<file path="src/rtl/bus_interconnect.sv">
// bus_interconnect: even/odd bank region decoder, wait-state stall FSM and read-return mux.
// Optional BUS_INTERCONNECT_ERR_LATCH_EN: sticky bus_error with err_addr capture and err_clear.
//
// state | meaning
// IDLE  | decode; accept immediately when no wait states are needed
// WAIT  | counting down wait states, cpu held by stall
module bus_interconnect #(
    parameter int                          NREGIONS     = 4,
    parameter int                          ADDRW        = 15,
    parameter int                          DATAW        = 8,
    parameter logic [NREGIONS*ADDRW-1:0]   REGION_BASE  = '0,
    parameter logic [NREGIONS*ADDRW-1:0]   REGION_LIMIT = {NREGIONS{{ADDRW{1'b1}}}},
    parameter logic [NREGIONS*2-1:0]       REGION_WAIT  = '0
) (
    input  logic                      clk,
    input  logic                      reset_n,
    input  logic [ADDRW-1:0]          read_addr_even,
    input  logic [ADDRW-1:0]          read_addr_odd,
    input  logic [ADDRW-1:0]          write_addr_even,
    input  logic [ADDRW-1:0]          write_addr_odd,
    input  logic                      write_en_even,
    input  logic                      write_en_odd,
    input  logic [NREGIONS*DATAW-1:0] tgt_read_data_even,
    input  logic [NREGIONS*DATAW-1:0] tgt_read_data_odd,
    output logic [NREGIONS-1:0]       tgt_write_en_even,
    output logic [NREGIONS-1:0]       tgt_write_en_odd,
    output logic [DATAW-1:0]          read_data_even,
    output logic [DATAW-1:0]          read_data_odd,
    output logic                      stall,
    output logic                      bus_error,
    output logic [ADDRW-1:0]          err_addr,
    input  logic                      err_clear
);
    localparam int IDXW = (NREGIONS > 1) ? $clog2(NREGIONS) : 1;

    typedef enum logic {IDLE, WAIT} state_t;

    state_t            state_q;
    logic [1:0]        cnt_q;
    logic [IDXW-1:0]   sel_even_q, sel_odd_q;
    logic              mapped_even_q, mapped_odd_q;
    logic              bus_error_q;

    // Slot order 0..3 = even read, even write, odd read, odd write; also the fault priority.
    logic [ADDRW-1:0]  addr [4];
    logic [IDXW-1:0]   idx  [4];
    logic [3:0]        active;
    logic [3:0]        mapped;
    logic [1:0]        wait_max;
    logic [ADDRW:0]    lo_diff, hi_diff;
    logic              accept;
    logic              err_d;

    always_comb begin
        addr[0]  = read_addr_even;
        addr[1]  = write_addr_even;
        addr[2]  = read_addr_odd;
        addr[3]  = write_addr_odd;
        active   = {write_en_odd, 1'b1, write_en_even, 1'b1};
        mapped   = '0;
        wait_max = '0;
        lo_diff  = '0;
        hi_diff  = '0;
        for (int a = 0; a < 4; a++) begin
            idx[a] = '0;
            // Descending scan so the lowest matching region is the one left selected.
            for (int r = NREGIONS - 1; r >= 0; r--) begin
                lo_diff = {1'b0, addr[a]} - {1'b0, REGION_BASE[r*ADDRW +: ADDRW]};
                hi_diff = {1'b0, REGION_LIMIT[r*ADDRW +: ADDRW]} - {1'b0, addr[a]};
                if (!lo_diff[ADDRW] && !hi_diff[ADDRW]) begin
                    mapped[a] = 1'b1;
                    idx[a]    = IDXW'(r);
                end
            end
            if (mapped[a] && active[a] && (REGION_WAIT[idx[a]*2 +: 2] > wait_max))
                wait_max = REGION_WAIT[idx[a]*2 +: 2];
        end
    end

    always_comb begin
        stall  = 1'b0;
        accept = 1'b0;
        if (reset_n) begin
            if (state_q == IDLE) begin
                stall  = (wait_max != 2'd0);
                accept = (wait_max == 2'd0);
            end else begin
                stall  = (cnt_q != 2'd0);
                accept = (cnt_q == 2'd0);
            end
        end
    end

    always_comb begin
        tgt_write_en_even = '0;
        tgt_write_en_odd  = '0;
        if (accept && write_en_even && mapped[1])
            tgt_write_en_even[idx[1]] = 1'b1;
        if (accept && write_en_odd && mapped[3])
            tgt_write_en_odd[idx[3]] = 1'b1;
    end

`ifdef BUS_INTERCONNECT_ERR_LATCH_EN
    logic [ADDRW-1:0]  err_addr_q;
    logic [ADDRW-1:0]  fault_addr;

    always_comb begin
        err_d      = 1'b0;
        fault_addr = '0;
        for (int a = 3; a >= 0; a--) begin
            if (active[a] && !mapped[a]) begin
                err_d      = accept;
                fault_addr = addr[a];
            end
        end
    end

    always_ff @(posedge clk or negedge reset_n) begin
        if (!reset_n) begin
            err_addr_q <= '0;
        end else if (err_d && (!bus_error_q || err_clear)) begin
            err_addr_q <= fault_addr;
        end else if (err_clear) begin
            err_addr_q <= '0;
        end
    end

    assign err_addr = err_addr_q;
`else
    logic unused_err_clear;

    always_comb begin
        err_d = 1'b0;
        for (int a = 0; a < 4; a++) begin
            if (active[a] && !mapped[a])
                err_d = accept;
        end
    end

    assign unused_err_clear = err_clear;
    assign err_addr         = '0;
`endif

    always_ff @(posedge clk or negedge reset_n) begin
        if (!reset_n) begin
            state_q       <= IDLE;
            cnt_q         <= '0;
            sel_even_q    <= '0;
            sel_odd_q     <= '0;
            mapped_even_q <= 1'b0;
            mapped_odd_q  <= 1'b0;
            bus_error_q   <= 1'b0;
        end else begin
            case (state_q)
                IDLE: begin
                    if (wait_max != 2'd0) begin
                        state_q <= WAIT;
                        cnt_q   <= wait_max - 2'd1;
                    end
                end
                WAIT: begin
                    if (cnt_q != 2'd0)
                        cnt_q <= cnt_q - 2'd1;
                    else
                        state_q <= IDLE;
                end
                default: state_q <= IDLE;
            endcase
            if (accept) begin
                sel_even_q    <= idx[0];
                mapped_even_q <= mapped[0];
                sel_odd_q     <= idx[2];
                mapped_odd_q  <= mapped[2];
            end
`ifdef BUS_INTERCONNECT_ERR_LATCH_EN
            if (err_d && (!bus_error_q || err_clear))
                bus_error_q <= 1'b1;
            else if (err_clear)
                bus_error_q <= 1'b0;
`else
            bus_error_q <= err_d;
`endif
        end
    end

    assign bus_error      = bus_error_q;
    assign read_data_even = mapped_even_q ? tgt_read_data_even[sel_even_q*DATAW +: DATAW] : '1;
    assign read_data_odd  = mapped_odd_q  ? tgt_read_data_odd[sel_odd_q*DATAW +: DATAW]   : '1;

endmodule
</file>
<file path="config.mk">
export PLATFORM = sky130hd
export DESIGN_NAME = bus_interconnect
export DESIGN_NICKNAME = d
export VERILOG_FILES = /design/src/rtl/bus_interconnect.sv
export SDC_FILE = /design/constraint.sdc
export NUM_CORES = 1
export LEC_CHECK = 0
export BUFFER_PORTS_ARGS = -buffer_cell sky130_fd_sc_hd__buf_2
export CAP_MARGIN = 15
export CELL_PAD_IN_SITES_DETAIL_PLACEMENT = 1
export CELL_PAD_IN_SITES_GLOBAL_PLACEMENT = 1
export CORE_MARGIN = 2
export CORE_UTILIZATION = 10
export CTS_CLUSTER_DIAMETER = 80
export DETAILED_ROUTE_END_ITERATION = 7
export GPL_TIMING_DRIVEN = 0
export HOLD_SLACK_MARGIN = 0.08
export PLACE_DENSITY = 0.95
export SLEW_MARGIN = 20
export SYNTH_ARGS = -nofsm -noshare
export SYNTH_HDL_FRONTEND = slang
export SYNTH_SLANG_ARGS = --single-unit
</file>
<file path="constraint.sdc">
create_clock -name clk -period 3.5 [get_ports clk]
set_input_delay 0.875 -clock clk [delete_from_list [all_inputs] [get_ports clk]]
set_output_delay 0.875 -clock clk [all_outputs]
set_load 0.01 [all_outputs]
</file>
Word level (Yosys, flattened, before mapping)
Index checks and enable logic that the tools add are counted.

storage, ports and cells
  register bits = 6
  input bits = 129
  output and inout bits = 41
  logic and storage cells = 41

cells by class
  $add $sub $neg = 5
  eq/ne operators = 1
  mux-type cells = 20
  bitwise logic cells = 1
  reductions and logical operators = 9

operator list
  operator                number
  $sub 15x15->16 const A  4
  $mux 8                  2
  $mux 1                  15
  $logic_and 1x1->1       6
  $mux 2                  2
  $logic_not 2->1         1
  $ne 2x1->1 const B      1
  $pmux 1 s2              1
  $reduce_and 2->1        1
  $reduce_bool 2->1       1
  $sub 2x1->2 const B     1
  $not 1->1               1

Longest topological paths before layout
  word-level depth = 7
  depth in mapped cells = 5
  depth with buffers taken out = 4

Worst setup path after synthesis
OpenSTA, ideal clock, no wires.

  path type = input to output
  start = input tgt_read_data_even[7]
  end = output read_data_even[7]
  arrival = 1.117 ns
  required time = 2.625 ns
  slack = 1.508 ns
  stages = 1
  buffers on the path = 0
  cell sequence = or2b_1

between the ends
  word-level cells in the longest chain between the ends = 1

RTL lines
  element      RTL line  text
  from (decl)  23        input logic [NREGIONS*DATAW-1:0] tgt_read_data_even,
  $mux 8       187       assign read_data_even = mapped_even_q ? tgt_read_data_even[sel_even_q*DATAW +: DATAW] : '1;
  to (decl)    27        output logic [DATAW-1:0] read_data_even,

No other way between the ends.

Final worst setup path
  start = register cnt_q[0]
  end = output tgt_write_en_odd[0]

between the ends
  word-level cells in the longest chain between the ends = 6

RTL lines
  element                         RTL line  text
  from (decl)                     39        logic [1:0] cnt_q;
  from (signal assigned)          158       cnt_q <= wait_max - 2'd1;
  from (signal assigned)          163       cnt_q <= cnt_q - 2'd1;
  $logic_not 2->1                 89        accept = (cnt_q == 2'd0);
  $mux 1                          84        if (state_q == IDLE) begin
  $mux 1                          83        if (reset_n) begin
  $logic_and 1x1->1 (2 in a row)  99        if (accept && write_en_odd && mapped[3])
  $mux 1                          99
  to (decl)                       26        output logic [NREGIONS-1:0] tgt_write_en_odd,

No other way between the ends.

==> out/results.tsv <==
metric	value	unit
cpMaxStageDelayCell	sky130_fd_sc_hd__dfrtp_1	
path_clk_slew	30	ps
timing.critical_path.from_type	flop	
layout_min_cycle_time	2280	ps
yosysTopAreaCell	sky130_fd_sc_hd__buf_4	
post_route_cells_drive_above_1_share	55.5	%
clockBufferDepth	2	
grt-ovfl-total	0	
buffer_type_at_the_clock_tree_root	sky130_fd_sc_hd__clkbuf_8	
die_height	73.1	um
cts_tree	done	
worstPathCellList	inv_1 -> ha_1 -> nand2b_4 -> buf_6 -> and3_1 -> buf_2	
final_hold_viol_count	0	
dp_worst_slack	1270	ps
gr-usage-all-layers	4.98	%
critical_path_buf_inv_count	3	
post_synth_main_area_contributors	sky130_fd_sc_hd__buf_4, sky130_fd_sc_hd__dfrtp_1, sky130_fd_sc_hd__nand2b_1	
post_drt_wl_per_cell	8.29	um
holdWs	476	ps
synth.yosys.seq_area_share	20.9	%
final_critical_path_setup_slack	1220	ps
cts.htree.levels	1	
layout.filler_cells	577	
synth.avg_cell_area	8.39	um2
number_of_buffers_inserted_by_hold_repair_at_cts	0	
gp_routability_congestion	0.575	
synth.lib_cells_used.distinct	15	
post-route-period-util	65.3	%
power.density	244	nW/um2
num_vias	505	
critical_path_required	2620	ps
ctsResizeCount	0	
worstSetupEndpointType	primary output	
cellLeakagePower	0.560	nW
timing.max_cap.violations	0	
cts.repair_timing.setup_buffer_count	0	
layout.cells.most_common	sky130_fd_sc_hd__buf_2	
clock_latency	220	ps
timing.hold.worst.class	input pin to async pin	
place.detailed.hpwl	1.27	mm
portBuffers	38	
postSynthRegisterBits	4	
drt-vias-per-instance	2.92	
setup_viol_count_final	0	
numCtsBuffers	3	
reg2reg_from	cnt_q[0]$_DFFE_PN0P_	
fin_setup_tns	0	ps
cts.sink_count	4	
final_max_slew_viol_count	0	
most-common-layout-cells	sky130_fd_sc_hd__buf_2, sky130_fd_sc_hd__buf_4, sky130_fd_sc_hd__conb_1, sky130_fd_sc_hd__nand2b_1, sky130_fd_sc_hd__or2b_1	
drt_iter0_drc	3	
vdd.ir_drop.worst	0.0871	mV
yosys.area.top_type_share	34.6	%
setup.worst_path.class	flop to primary output	
timing.critical_path.fanout_max	7	
drt-total-wl	1.43	mm
yosys_warnings	0	
crit_arrival	1410	ps
multi_input_comb_area	258	um2
antenna_cells	0	
die_w	73.1	um
die_area	5350	um2
grt_start_max_net_pins	11	
register_area	100	um2
grt_first_pass_wirelength	1.91	mm
antenna_violations_before_repair	0	
grt_setup_unrepaired	no	
critPathLaunch	cnt_q[0]$_DFFE_PN0P_	
flow.area_growth_from_synthesis	79.1	%
post-route-drc-count	0	
drt_pass1_iterations	2	
critical-path-top-delay-family	flip-flops	
boundaryPins	170	
netlist_instances	57	
critical_path.max_stage_delay	360	ps
run_status	completed	
initial_util	10.3	%
postRouteAntennaNets	0	
post_synth_design_cell_area	478	um2
max_freq	438	MHz
design.final.nets	251	
std_cell_rows	25	
skew	0.332	ps
grt_pass1_vias	443	
placeableCoreArea	4660	um2
-- area by class of cell --
| type | count | share of cell area (%) |
|---|---|---|
| well taps | 54 | 7.89 |
| flip-flops and latches | 4 | 11.7 |
| plain buffers | 24 | 21.5 |
| multi-input cells | 46 | 30.1 |
| inverters | 4 | 1.75 |
| repair buffers | 38 | 22.2 |
| clock buffers | 3 | 4.82 |
-- routing by layer --
| metal | wire [um] | track usage (%) | share of wire, % | vias to the layer above |
|---|---|---|---|---|
| met5 | 0 | 0 | 0 | - |
| met4 | 21 | 3.09 | 1.5 | 0 |
| met3 | 166 | 2.76 | 12 | 2 |
| met2 | 842 | 9.91 | 59 | 33 |
| met1 | 403 | 3.40 | 28 | 221 |
| li1 | - | - | - | 249 |
-- sequential cells by signal, indices dropped and copies added (netlist names) --
name	count
cnt_q	2
mapped_odd_q	1
state_q	1
-- synthesized netlist by cell type --
cell	number
sky130_fd_sc_hd__nor2_1	1
sky130_fd_sc_hd__buf_4	22
sky130_fd_sc_hd__inv_1	4
sky130_fd_sc_hd__or2b_1	5
sky130_fd_sc_hd__conb_1	1
sky130_fd_sc_hd__xnor2_1	1
sky130_fd_sc_hd__clkbuf_4	1
sky130_fd_sc_hd__mux2i_1	1
sky130_fd_sc_hd__dfrtp_1	4
sky130_fd_sc_hd__ha_1	1
sky130_fd_sc_hd__nand2b_1	11
sky130_fd_sc_hd__a21o_1	1
sky130_fd_sc_hd__buf_6	1
sky130_fd_sc_hd__and3_1	2
sky130_fd_sc_hd__nand2b_4	1
-- report_power, final --
group / internal [mW] / switching [mW]
clock network: 0.0733 / 0.0242
logic: 0.0353 / 0.0298
registers: 0.0466 / 0.0000000000000000834
-- per-stage QoR --
stage / power, mW / area (um2) / instances / utilization (%)
2_1_floorplan: 0.0894 / 557 / 78 / -
3_5_place_dp: 0.111 / 815 / 170 / 17.5
3_3_place_gp: 0.110 / 815 / 170 / 17.5
5_1_grt: 0.224 / 856 / 173 / 18.4
4_1_cts: 0.210 / 856 / 173 / 18.4
6_report: 0.209 / 856 / 173 / 18.4
-- cell families after synthesis --
family	after synthesis	synth area share, %
multiplexers	1	2.09
AO/OA/AOI/OAI	1	1.57
XOR/XNOR	1	1.83
adder cells (fa/ha/maj)	1	2.62
AND/OR/NAND/NOR	20	28.5
flip-flops	4	20.9
other	1	0.785
buffers and inverters	28	41.6
-- final timing paths --
path	to	slack [ps]	cells past startpoint
hold / removal	cnt_q[0]$_DFFE_PN0P_	480	1
hold reg to reg	cnt_q[0]$_DFFE_PN0P_	500	1
max in group asynchronous	cnt_q[1]$_DFFE_PN0P_	2880	1
setup / recovery	tgt_write_en_odd[0]	1220	6
setup reg to reg	mapped_odd_q$_DFFE_PN0P_	2340	5
min in group clk	cnt_q[0]$_DFFE_PN0P_	500	1
Power figures use the tool's default switching activity.
